===== config.mk =====
export PLATFORM = sky130hd
export DESIGN_NAME = clock_enable_scheduler_flat
export DESIGN_NICKNAME = d
export VERILOG_FILES = /design/src/rtl/clock_enable_scheduler_pkg.sv /design/src/rtl/clock_enable_scheduler_if.sv /design/src/rtl/clock_enable_scheduler_channel.sv /design/src/rtl/clock_enable_scheduler.sv /design/src/flat_wrapper.sv
export SDC_FILE = /design/constraint.sdc
export NUM_CORES = 1
export LEC_CHECK = 0
export BUFFER_PORTS_ARGS = -buffer_cell sky130_fd_sc_hd__buf_4
export CAP_MARGIN = 10
export CORE_UTILIZATION = 50
export CTS_CLUSTER_DIAMETER = 150
export CTS_CLUSTER_SIZE = 25
export DETAILED_ROUTE_END_ITERATION = 8
export PLACE_DENSITY = 0.67
export SLEW_MARGIN = 15
export SYNTH_ARGS = -nofsm -noshare
export SYNTH_HDL_FRONTEND = slang
export SYNTH_HIERARCHICAL = 1
export SYNTH_SLANG_ARGS = --single-unit

===== constraint.sdc =====
create_clock -name clk -period 5.45 [get_ports clk]
set_clock_uncertainty 0.1 [all_clocks]
set_input_delay 0.545 -clock clk [delete_from_list [all_inputs] [get_ports clk]]
set_output_delay 0.545 -clock clk [all_outputs]
set_load 0.005 [all_outputs]

===== src/rtl/clock_enable_scheduler_pkg.sv =====
// ---------------------------------------------------------------------------
// clken_pkg
// Shared definitions for the clock-enable scheduler:
//   CLKEN_DIV_W      default width of a channel period field
//   clken_div_t      period / counter value at the default width
//   clken_ch_state_t one channel's state {div, cnt, pend, pdiv}
//   clken_ch_w()     width of a channel index for a given channel count
// Optional feature macro used by the other files: CLKEN_SYNC_EN.
// ---------------------------------------------------------------------------
package clken_pkg;

    localparam int CLKEN_DIV_W = 8;

    typedef logic [CLKEN_DIV_W-1:0] clken_div_t;

    typedef struct packed {
        clken_div_t div;
        clken_div_t cnt;
        logic       pend;
        clken_div_t pdiv;
    } clken_ch_state_t;

    // A single-channel build still needs a one-bit index field.
    function automatic int clken_ch_w(input int num_ch);
        return (num_ch > 1) ? $clog2(num_ch) : 1;
    endfunction

endpackage


===== src/rtl/clock_enable_scheduler_if.sv =====
// ---------------------------------------------------------------------------
// clock_enable_scheduler_if
// Configuration port of the clock-enable scheduler (valid/ready handshake).
//   valid  request: write div into channel ch
//   ready  accept; low while the addressed channel still holds an update
//   ch     target channel index
//   div    new period (0 disables the channel)
// Modports: master (requester), slave (scheduler).
// ---------------------------------------------------------------------------
interface clock_enable_scheduler_if
    import clken_pkg::*;
#(
    parameter int NUM_CH = 4,
    parameter int DIV_W  = CLKEN_DIV_W
);
    localparam int CH_W = clken_ch_w(NUM_CH);

    logic             valid;
    logic             ready;
    logic [CH_W-1:0]  ch;
    logic [DIV_W-1:0] div;

    modport master (
        output valid,
        output ch,
        output div,
        input  ready
    );

    modport slave (
        input  valid,
        input  ch,
        input  div,
        output ready
    );

endinterface


===== src/rtl/clock_enable_scheduler_channel.sv =====
// ---------------------------------------------------------------------------
// clken_channel
// One scheduler channel: period register, down-counter, one-deep pending
// update and the registered enable pulse.
// Ports:
//   clk, reset   clock and synchronous active-high reset
//   run          0 freezes the counter and suppresses pulses
//   sync         (only with CLKEN_SYNC_EN) zero the counter, apply pending
//   accept       config write accepted for this channel this cycle
//   cfg_div      period carried by that write
//   ce           registered one-cycle enable pulse
//   pend         update accepted but not yet applied
// ---------------------------------------------------------------------------
module clken_channel #(
    parameter int DIV_W = 8
) (
    input  logic             clk,
    input  logic             reset,
    input  logic             run,
`ifdef CLKEN_SYNC_EN
    input  logic             sync,
`endif
    input  logic             accept,
    input  logic [DIV_W-1:0] cfg_div,
    output logic             ce,
    output logic             pend
);

    logic [DIV_W-1:0] div_reg,  div_next;
    logic [DIV_W-1:0] cnt_reg,  cnt_next;
    logic [DIV_W-1:0] pdiv_reg, pdiv_next;
    logic             pend_reg, pend_next;
    logic             ce_reg,   ce_next;

    logic active;
    logic wrap;

    assign active = run && (div_reg != '0);
    assign wrap   = active && (cnt_reg == '0);

    always_comb begin
        div_next  = div_reg;
        cnt_next  = cnt_reg;
        pdiv_next = pdiv_reg;
        pend_next = pend_reg;
        ce_next   = 1'b0;

`ifdef CLKEN_SYNC_EN
        // Alignment outranks the wrap: no pulse this edge, every channel
        // restarts from zero so they all fire together on the next edge.
        if (sync) begin
            cnt_next = '0;
            if (pend_reg) begin
                div_next  = pdiv_reg;
                pend_next = 1'b0;
            end
        end else
`endif
        if (wrap) begin
            // The pulse for this wrap goes out even when the period changes.
            ce_next = 1'b1;
            if (pend_reg) begin
                div_next  = pdiv_reg;
                pend_next = 1'b0;
                // A zero period stops the channel; avoid the wrapped 0-1.
                cnt_next  = (pdiv_reg == '0) ? '0 : pdiv_reg - DIV_W'(1);
            end else begin
                cnt_next  = div_reg - DIV_W'(1);
            end
        end else if (pend_reg && !active) begin
            // Idle channel: nothing in flight to protect, apply right away.
            div_next  = pdiv_reg;
            cnt_next  = '0;
            pend_next = 1'b0;
        end else if (active) begin
            cnt_next = cnt_reg - DIV_W'(1);
        end

        // The top only accepts while pend_reg is clear, so this never
        // collides with an apply in the same cycle.
        if (accept) begin
            pdiv_next = cfg_div;
            pend_next = 1'b1;
        end
    end

    always_ff @(posedge clk) begin
        if (reset) begin
            div_reg  <= '0;
            cnt_reg  <= '0;
            pdiv_reg <= '0;
            pend_reg <= 1'b0;
            ce_reg   <= 1'b0;
        end else begin
            div_reg  <= div_next;
            cnt_reg  <= cnt_next;
            pdiv_reg <= pdiv_next;
            pend_reg <= pend_next;
            ce_reg   <= ce_next;
        end
    end

    assign ce   = ce_reg;
    assign pend = pend_reg;

endmodule


===== src/rtl/clock_enable_scheduler.sv =====
// ---------------------------------------------------------------------------
// clock_enable_scheduler
// Multi-channel clock-enable generator: each channel emits one-cycle enable
// pulses on the main clock with a programmable period. Period changes take
// effect at a period boundary so consumers never see runt or double pulses.
// Ports:
//   clk, reset   sole clock, synchronous active-high reset
//   run          global run; 0 freezes every channel counter
//   sync_start   alignment pulse (present only when CLKEN_SYNC_EN is defined)
//   cfg          configuration port (clock_enable_scheduler_if.slave)
//   ce           registered enable pulses, one bit per channel
//   pend         per-channel "update accepted, not yet applied"
// Optional feature macro: CLKEN_SYNC_EN.
// ---------------------------------------------------------------------------
module clock_enable_scheduler
    import clken_pkg::*;
#(
    parameter int NUM_CH = 4,
    parameter int DIV_W  = CLKEN_DIV_W
) (
    input  logic                     clk,
    input  logic                     reset,
    input  logic                     run,
`ifdef CLKEN_SYNC_EN
    input  logic                     sync_start,
`endif
    clock_enable_scheduler_if.slave  cfg,
    output logic [NUM_CH-1:0]        ce,
    output logic [NUM_CH-1:0]        pend
);

    localparam int CH_W = clken_ch_w(NUM_CH);

    logic              ready;
    logic [NUM_CH-1:0] accept;

    // Ready mirrors the addressed channel's pending flag; an index beyond
    // NUM_CH is never ready so the write stalls instead of vanishing.
    always_comb begin
        ready = 1'b0;
        for (int i = 0; i < NUM_CH; i++) begin
            if (cfg.ch == CH_W'(i)) begin
                ready = ~pend[i];
            end
        end
    end

    assign cfg.ready = ready;

    genvar gi;
    generate
        for (gi = 0; gi < NUM_CH; gi++) begin : g_ch
            assign accept[gi] = cfg.valid && ready && (cfg.ch == CH_W'(gi));

            clken_channel #(
                .DIV_W   (DIV_W)
            ) u_channel (
                .clk     (clk),
                .reset   (reset),
                .run     (run),
`ifdef CLKEN_SYNC_EN
                .sync    (sync_start),
`endif
                .accept  (accept[gi]),
                .cfg_div (cfg.div),
                .ce      (ce[gi]),
                .pend    (pend[gi])
            );
        end
    endgenerate

endmodule

===== src/flat_wrapper.sv =====
// flat-port wrapper written by rule: the top's interface ports become plain ports
module clock_enable_scheduler_flat import clken_pkg::*;
#(
    parameter int NUM_CH = 4,
    parameter int DIV_W  = CLKEN_DIV_W
)
  (clk, reset, run, ce, pend, cfg_valid, cfg_ch, cfg_div, cfg_ready);
  clock_enable_scheduler_if #(.NUM_CH(NUM_CH), .DIV_W(DIV_W)) cfg_i ();
  input  logic clk;
  input  logic reset;
  input  logic run;
  output logic [NUM_CH-1:0] ce;
  output logic [NUM_CH-1:0] pend;
  input wire logic [$bits(cfg_i.valid)-1:0] cfg_valid;
  input wire logic [$bits(cfg_i.ch)-1:0] cfg_ch;
  input wire logic [$bits(cfg_i.div)-1:0] cfg_div;
  output wire logic [$bits(cfg_i.ready)-1:0] cfg_ready;
  assign cfg_i.valid = cfg_valid;
  assign cfg_i.ch = cfg_ch;
  assign cfg_i.div = cfg_div;
  assign cfg_ready = cfg_i.ready;
  clock_enable_scheduler #(.NUM_CH(NUM_CH), .DIV_W(DIV_W)) u_core (.clk(clk), .reset(reset), .run(run), .cfg(cfg_i), .ce(ce), .pend(pend));
endmodule

After elaboration in Yosys (flattened, before gate mapping)
Cells that the tools add are included.
Widths: inputs -> output; s select.
{"block": "word_totals", "in_bits": 14, "reg_bits": 104, "wordCells": 145}
{"block": "op_classes", "n_bitwise": 4, "reduce_logical": 50, "eq_ne": 7, "addsub": 12, "n_mux": 52}
{"op": "$mux 8", "count": 32}
{"op": "$sub 8x1->8 const B", "count": 12}
{"op": "$logic_not 8->1", "count": 8}
{"op": "$reduce_bool 8->1", "count": 4}
{"op": "$reduce_bool 3->1", "count": 8}
{"op": "$mux 1", "count": 20}
{"op": "$logic_and 1x1->1", "count": 17}
{"op": "$ne 2x2->1 const B", "count": 4}
{"op": "$reduce_and 2->1", "count": 4}
{"op": "$reduce_bool 2->1", "count": 4}
{"op": "$eq 2x2->1 const B", "count": 2}
{"op": "$logic_not 1->1", "count": 4}
{"op": "$not 1->1", "count": 4}
{"op": "$eq 2x1->1 const B", "count": 1}
{"op": "$logic_not 2->1", "count": 1}

Longest topological paths before layout
Gate-level depths: netlist (run 1).
{"block": "depth", "depth_word": 8, "depth_mapped": 8, "depth_no_buf": 7}

Modules after synthesis
Netlist (run 1), hierarchy kept.
{"mod": "clken_channel (u_core.g_ch[1].u_channel ...)", "instances": 3, "cells_per_inst": 172, "area_each_um2": 1502.7}
{"mod": "clken_channel (u_core.g_ch[0].u_channel)", "instances": 1, "cells_per_inst": 171, "area_each_um2": 1556.5}
{"mod": "clock_enable_scheduler", "instances": 1, "cells_per_inst": 7, "area_each_um2": 61.3}

Worst setup path before layout (run 1)
OpenSTA, ideal clock, no wires.
{"block": "synth_timing", "path_kind": "flip-flop to flip-flop", "from": "register u_core.g_ch[1].u_channel.cnt_reg[0]", "to": "register u_core.g_ch[1].u_channel.cnt_reg[5]", "setup_ns": 0.120, "setup_slack_ns": 3.239, "stages_incl_launch_ff": 8, "n_path_buf": 0, "arrival_time_ns": 1.992, "path_cell_list": "dfxtp_1 -> inv_1 -> ha_1 -> or4b_4 -> nor4_4 -> nor3_1 -> o22a_1 -> o31a_1"}
{"block": "synth_via", "elab_chain_cells": 4}
{"element": "start, declared", "line": "clock_enable_scheduler_channel.sv:30", "source": "logic [DIV_W-1:0] cnt_reg, cnt_next;"}
{"element": "start signal, assigned", "line": "clock_enable_scheduler_channel.sv:96", "source": "cnt_reg <= cnt_next;"}
{"element": "$sub 8x1->8", "line": "clock_enable_scheduler_channel.sv:76", "source": "cnt_next = cnt_reg - DIV_W'(1);"}
{"element": "$mux 8", "line": "clock_enable_scheduler_channel.sv:75", "source": "end else if (active) begin"}
{"element": "$mux 8", "line": "clock_enable_scheduler_channel.sv:70", "source": "end else if (pend_reg && !active) begin"}
{"element": "$mux 8", "line": "clock_enable_scheduler_channel.sv:59", "source": "if (wrap) begin"}
Several ways; a longest one is shown, not always the timed one. The select of a mux whose other input is x is not followed.
A chain may end at the register's enable or synchronous reset.

Worst setup path after layout (run 1)
{"block": "layout_timing", "from": "register u_core.g_ch[3].u_channel.div_reg[4]", "to": "register u_core.g_ch[3].u_channel.div_reg[6]"}
{"block": "layout_via", "elab_chain_cells": 6}
{"element": "start, declared", "line": "clock_enable_scheduler_channel.sv:29", "source": "logic [DIV_W-1:0] div_reg, div_next;"}
{"element": "start signal, assigned", "line": "clock_enable_scheduler_channel.sv:95", "source": "div_reg <= div_next;"}
{"element": "$reduce_bool 8->1 *", "line": "clock_enable_scheduler_channel.sv:38", "source": "assign active = run && (div_reg != '0);"}
{"element": "$logic_and 1x1->1 *", "line": "clock_enable_scheduler_channel.sv:38"}
{"element": "$logic_not 1->1", "line": "clock_enable_scheduler_channel.sv:70"}
{"element": "$logic_and 1x1->1", "line": "clock_enable_scheduler_channel.sv:70"}
{"element": "$reduce_bool 2->1 (no line)"}
{"element": "$reduce_and 2->1 (no line)"}
Every way passes the cells marked *; elsewhere a longest branch is shown, timed or not.

==> metrics.csv, run 1 <==
metric,value,unit
first-pass GRT wire length,23700,um
LEAKAGE,2.79,nW
final wirelength,14200,um
worst r2r src,u_core/g_ch[3].u_channel/div_reg[4],
Detailed Route Iter0 Violations,277,
compound-cell area share of the yosys netlist,18.2,%
routed vias/inst,5.99,
DP Cell Count,841,
clock slew at reported path FFs,0.08,ns
main combinational cell family by area after synthesis,simple AND/OR/NAND/NOR gates,
First-pass DRT Iterations,5,
crit path max fanout,12,
CP endpoint kind,flip-flop,
post-synthesis adder-cell area fraction,4.08,%
number of remaining DRC errors,0,
routed vias,5130,
Synth Area in Simple Gates,20.6,%
reg2reg setup slack,2.80,ns
fmax,377,MHz
htree depth,3,
#FFs+latches synth,104,
share of layout cells above drive strength 1,12.1,%
Synth Area in XOR/XNOR,6.15,%
Starting Density,51.2,%
number of synthesized flops with an enable pin,0,
post-synthesis sequential area ratio,34.0,%
Post-Synthesis Cell Area,0.00613,mm2
kind of critical path,reg -> reg,
grt total ovfl,0,
Finished Layout Cells,857,
Synth cell types,63,
Top Metal Used,met4,
Worst Tran Pin Value,0.959,ns
Mapped Avg Cell Area,8.83,um2
peak supply drop,282,uV
routed length on met3,670,um
CTS sink cnt,104,
final-report setup violation count,0,
IO Pins,23,
total CTS buffers,9,
final hold violation count,0,
# diodes,0,
post-DP HPWL,10100,um
Rel. slew slack,35.7,%
die area,0.0127,mm2
asr flop ratio synth,0,%
RSZ-0062 raised after global routing,no,
DR WL met2,6490,um
detailed-routing wirelength on met1,6860,um
cts repair resizes,0,
CP required,5.58,ns
port bufs,22,
yosys warns,6,
cells after synthesis,694,
post-synth net total,728,
Hold Path Class,in -> reg,
Worst EP arrival,2.78,ns
crit start category,flip-flop,
min cycle time layout,2.65,ns
clk root buf,clkbuf_16,
# nets final,739,
status,completed,
hold-fix buffers at CTS,0,
drt wl/cell,16.6,um
Setup crit end,u_core/g_ch[3].u_channel/div_reg[6],
Routed Antenna Nets,0,
Filler cells,1086,
Fin Setup TNS,0,ns
part of the cycle the worst path needs,48.6,%
post-synthesis mux area share,12.4,%
die height,113,um
Max Cap Viol,0,
final slew viol count,0,
core footprint,0.0120,mm2
area delta synth->final,9.72,%
largest net degree at the start of global routing,57,
Cell Pwr Density,250,mW/mm2
die width,113,um
Reg2Reg Depth,5,
CTS tree,done,
Worst-Skew Late Latency,0.35,ns
Total GRT Usage,23.1,%
GP Congestion,0.850,
critical path launch point,u_core/g_ch[3].u_channel/div_reg[4],
vias in the first global route,4873,
top_reg_cell synth,dfxtp_1,
Worst R2R End,u_core/g_ch[3].u_channel/div_reg[6],
Post-CTS Setup Bufs,0,
initial antenna violation count,0,
maximum clock path buffer count,2,
num rows,40,
-- cells in the mapped netlist, types with 19 or more instances --
cell	n	share of area (%)
nor2_1	105	6.4
mux2i_1	68	11
ha_1	20	4.1
clkbuf_1	23	1.4
dfxtp_1	104	34
inv_1	47	2.9
a21oi_1	32	2.6
nor3_1	20	1.6
nand2_1	29	1.8
nor4_1	19	1.9
xnor2_1	33	4.7
-- cell usage in the layout, fill, tap and decap left out, drive strengths merged, types with 13 or more instances in the layout --
cell type,Yosys,final
o21ai,19,19
xnor2,33,33
a21oi,32,32
a211oi,13,13
dfxtp,104,104
inv,47,50
nor2,109,109
buf,4,27
nor4,24,24
nor3b,15,15
o22ai,15,15
ha,20,20
mux2i,68,68
nand2,29,29
nor3,21,21
-- cell families (layout without fill, tap and decap cells) --
group / Yosys count / in the layout
flops: 104 / 104
mux: 74 / 74
xor+xnor: 43 / 43
buf+inv: 74 / 90
simple gates: 233 / 233
compound gates: 146 / 146
fa+ha+maj: 20 / 20
-- worst min path at each step --
stage	startpoint	end	slack [ns]	cells past startpoint
after floorplan	u_core/g_ch[1].u_channel/cnt_reg[4]	u_core/g_ch[1].u_channel/cnt_reg[4]	0.36	2
after global placement	u_core/g_ch[2].u_channel/cnt_reg[4]	u_core/g_ch[2].u_channel/cnt_reg[4]	0.39	2
after detailed placement	u_core/g_ch[2].u_channel/cnt_reg[1]	u_core/g_ch[2].u_channel/cnt_reg[1]	0.39	2
after CTS	cfg_div[3]	u_core/g_ch[0].u_channel/pdiv_reg[3]	0.37	3
after global routing	cfg_div[3]	u_core/g_ch[0].u_channel/pdiv_reg[3]	0.37	3
final	cfg_div[4]	u_core/g_ch[2].u_channel/pdiv_reg[4]	0.38	3
-- metal layers --
| layer | track usage (%) | vias to the layer above |
|---|---|---|
| met5 | 0 | - |
| li1 | - | 2551 |
| met3 | 6.16 | 14 |
| met2 | 36.1 | 124 |
| met4 | 6.84 | 0 |
| met1 | 31.2 | 2441 |
-- final cells by class --
type	instances	area (um2)	area share, %
multi-input combinational	516	3770	56.1
sequential	104	2080	31.0
clock buffer	10	229	3.41
timing repair buffer	27	203	3.02
tap	147	184	2.74
inverter	47	176	2.62
clock inverter	6	73.8	1.10
-- critical path: stages (launching register included) --
cell and delay (ns):
dfxtp_1 0.35, or4_4 0.57, o31ai_2 0.82, o21ai_2 0.35, mux2i_1 0.27, nor2_1 0.06
-- power by group --
group	switching, mW	internal [mW]
combinational	0.122	0.0934
sequential	0.0258	0.775
clock	0.303	0.363
total	0.451	1.23
-- per-stage QoR --
| stage | hold slack [ns] | util, % | total power [mW] | setup slack (ns) | instance area (um2) |
|---|---|---|---|---|---|
| after floorplan | 0.362 | - | 0.975 | 3.24 | 6130 |
| after global placement | 0.385 | 53.7 | 1.03 | 2.93 | 6420 |
| after detailed placement | 0.391 | 53.7 | 1.03 | 2.84 | 6420 |
| after CTS | 0.367 | 56.2 | 1.70 | 2.84 | 6720 |
| after global routing | 0.368 | 56.2 | 1.76 | 2.65 | 6720 |
| final | 0.379 | 56.2 | 1.68 | 2.80 | 6720 |
(Power assumes the default switching activity.)
==> run 2, diff against run 1 <==
ABC_AREA = 1   (was default)
PLACE_DENSITY = 0.66   (was 0.67)
clock period = 2.52 ns   (was 5.45 ns; I/O delays follow)
==> run 2 against run 1 <==
Effect of this change: core utilization rose by 0.43 points; first-iteration DRC count rose by 57%; worst setup slack got worse by 2.1 ns; sequential power rose by 140%; combinational power rose to 7.7 times the previous value; worst hold slack got worse by 0.29 ns; global-route usage rose by 2.0 points; critical endpoint is now u_core/g_ch[2].u_channel/pdiv_reg[0]; area after synthesis rose by 8.4%; flip-flop and latch count did not move; register-to-register slack got worse by 2.1 ns; synthesized cell count rose by 54%.
==> metrics.csv, run 2 <==
metric,value,unit
status,completed,
CTS sink cnt,104,
routed vias,6351,
Routed Antenna Nets,0,
Max Cap Viol,0,
top cell type's share of synthesized area,31.4,%
Worst path slowest cell,dfxtp_1,
CTS tree,done,
Finished Core Util,56.6,%
grt total ovfl,0,
area delta synth->final,8.95,%
kind of critical path,reg -> reg,
number of synthesized flops with an enable pin,0,
CP required,2.71,ns
final-report setup violation count,0,
# diodes,0,
drt wl/cell,13.0,um
Starting Density,52.0,%
cells after synthesis,1067,
Min Hold Slack,0.0844,ns
IO Pins,23,
"commonest non-fill, non-tap cell in the layout",nand2_1,
clk root buf,clkbuf_16,
Cell Pwr Density,697,mW/mm2
critical path's largest stage delay,0.61,ns
Synth cell types,25,
final wirelength,16400,um
asr flop ratio synth,0,%
Worst EP arrival,1.98,ns
number of remaining DRC errors,0,
vias in the first global route,5606,
crit path max fanout,16,
Rel. slew slack,59.1,%
# nets final,1119,
post-synth net total,1101,
final hold violation count,0,
first-pass GRT wire length,26600,um
hold-fix buffers at CTS,0,
RSZ-0062 raised after global routing,no,
final slew viol count,0,
post-DP HPWL,12100,um
Worst Tran Pin Value,0.613,ns
Reg2Reg Depth,8,
Mapped Avg Cell Area,6.22,um2
Fin Setup TNS,0,ns
LEAKAGE,3.37,nW
htree depth,3,
worst hold path depth,3,
most frequent cell after synthesis,nand2_1,
top post-synthesis cells by area,"dfxtp_1 31%, nand2_1 13%, nor2_1 11%",
fmax,559,MHz
Total GRT Usage,25.1,%
Post-Synthesis Cell Area,0.00664,mm2
share of layout cells above drive strength 1,11.3,%
peak supply drop,377,uV
Post-CTS Setup Bufs,0,
die height,117,um
Worst-Skew Late Latency,0.36,ns
die width,117,um
maximum clock path buffer count,2,
post-synthesis sequential area ratio,31.4,%
Finished Layout Cells,1262,
DP Cell Count,1246,
CP endpoint kind,flip-flop,
CP cell instances,"nand3_1, nand2_1, nor2_2, nand2_2, nor2_1, inv_1, o21ai_0, a21oi_1",
top_reg_cell synth,dfxtp_1,
total CTS buffers,9,
cts repair resizes,0,
Hold Path Class,in -> reg,
min cycle time layout,1.79,ns
yosys warns,6,
port bufs,22,
largest net degree at the start of global routing,24,
First-pass DRT Iterations,7,
Detailed Route Iter0 Violations,434,
num rows,41,
clock slew at reported path FFs,0.07,ns
crit start category,flip-flop,
initial antenna violation count,0,
core footprint,0.0128,mm2
cell taking the most area after synthesis,dfxtp_1,
GP Congestion,0.895,
most frequent cells after synthesis,"233 x nand2_1, 189 x nor2_1, 118 x inv_1",
part of the cycle the worst path needs,71.0,%
Pwr Total,5.04,mW
die area,0.0137,mm2
routed vias/inst,5.03,
"commonest non-fill, non-tap cells in the layout","233 x nand2_1, 189 x nor2_1, 118 x inv_1, 104 x dfxtp_1, 100 x o21ai_0",
#FFs+latches synth,104,
run 2: layout make-up:
class / instances / area [um2]
Multi-Input combinational cell: 804 / 3920
Clock buffer: 9 / 225
Tap cell: 172 / 215
Sequential cell: 104 / 2080
Fill cell: 1284 / 5540
Inverter: 143 / 547
Timing Repair Buffer: 23 / 173
Clock inverter: 7 / 71.3
run 2: cells by family (layout without fill, tap and decap cells):
kind of cell	Yosys count	count (layout)	share of synthesized area, %
AND/OR/NAND/NOR	580	580	38.3
buffers and inverters	159	182	9.59
AO/OA/AOI/OAI	188	188	14.9
XOR/XNOR	16	16	2.11
flip-flops	104	104	31.4
adder cells (fa/ha/maj)	20	20	3.77
run 2: final timing paths:
check	startpoint	end	slack, ns
min reg2reg	u_core/g_ch[2].u_channel/cnt_reg[6]	u_core/g_ch[2].u_channel/cnt_reg[6]	0.39
max	u_core/g_ch[2].u_channel/pend	u_core/g_ch[2].u_channel/pdiv_reg[0]	0.73
min	cfg_div[6]	u_core/g_ch[0].u_channel/pdiv_reg[6]	0.08
max reg2reg	u_core/g_ch[2].u_channel/pend	u_core/g_ch[2].u_channel/pdiv_reg[0]	0.73
run 2: stage by stage:
| stage | instance area (um2) | setup WS [ns] |
|---|---|---|
| after floorplan | 6640 | 0.914 |
| after global placement | 6940 | 0.786 |
| after detailed placement | 6940 | 0.750 |
| after CTS | 7230 | 0.744 |
| after global routing | 7230 | 0.496 |
| final | 7230 | 0.731 |
run 2: where the power goes:
group / leakage, nW / switching [mW] / internal (mW)
combinational: 2.37 / 1.04 / 0.617
sequential: 0.849 / 0.164 / 1.78
clock: 0.150 / 0.660 / 0.773
total: 3.37 / 1.87 / 3.17
run 2: critical path: cells and delay by family, from the launching register on:
| family | cells | cell delay (ns) |
|---|---|---|
| compound gates | 2 | 0.30 |
| simple gates | 5 | 0.41 |
| buf+inv | 1 | 0.31 |
| flops | 1 | 0.61 |
run 2: metal layers:
metal	vias up	global-route usage (%)	wire [um]
met4	0	8.35	229
li1	3427	-	-
met5	-	0	0
met2	116	40.3	7240
met3	16	2.73	568
met1	2792	35.0	8350
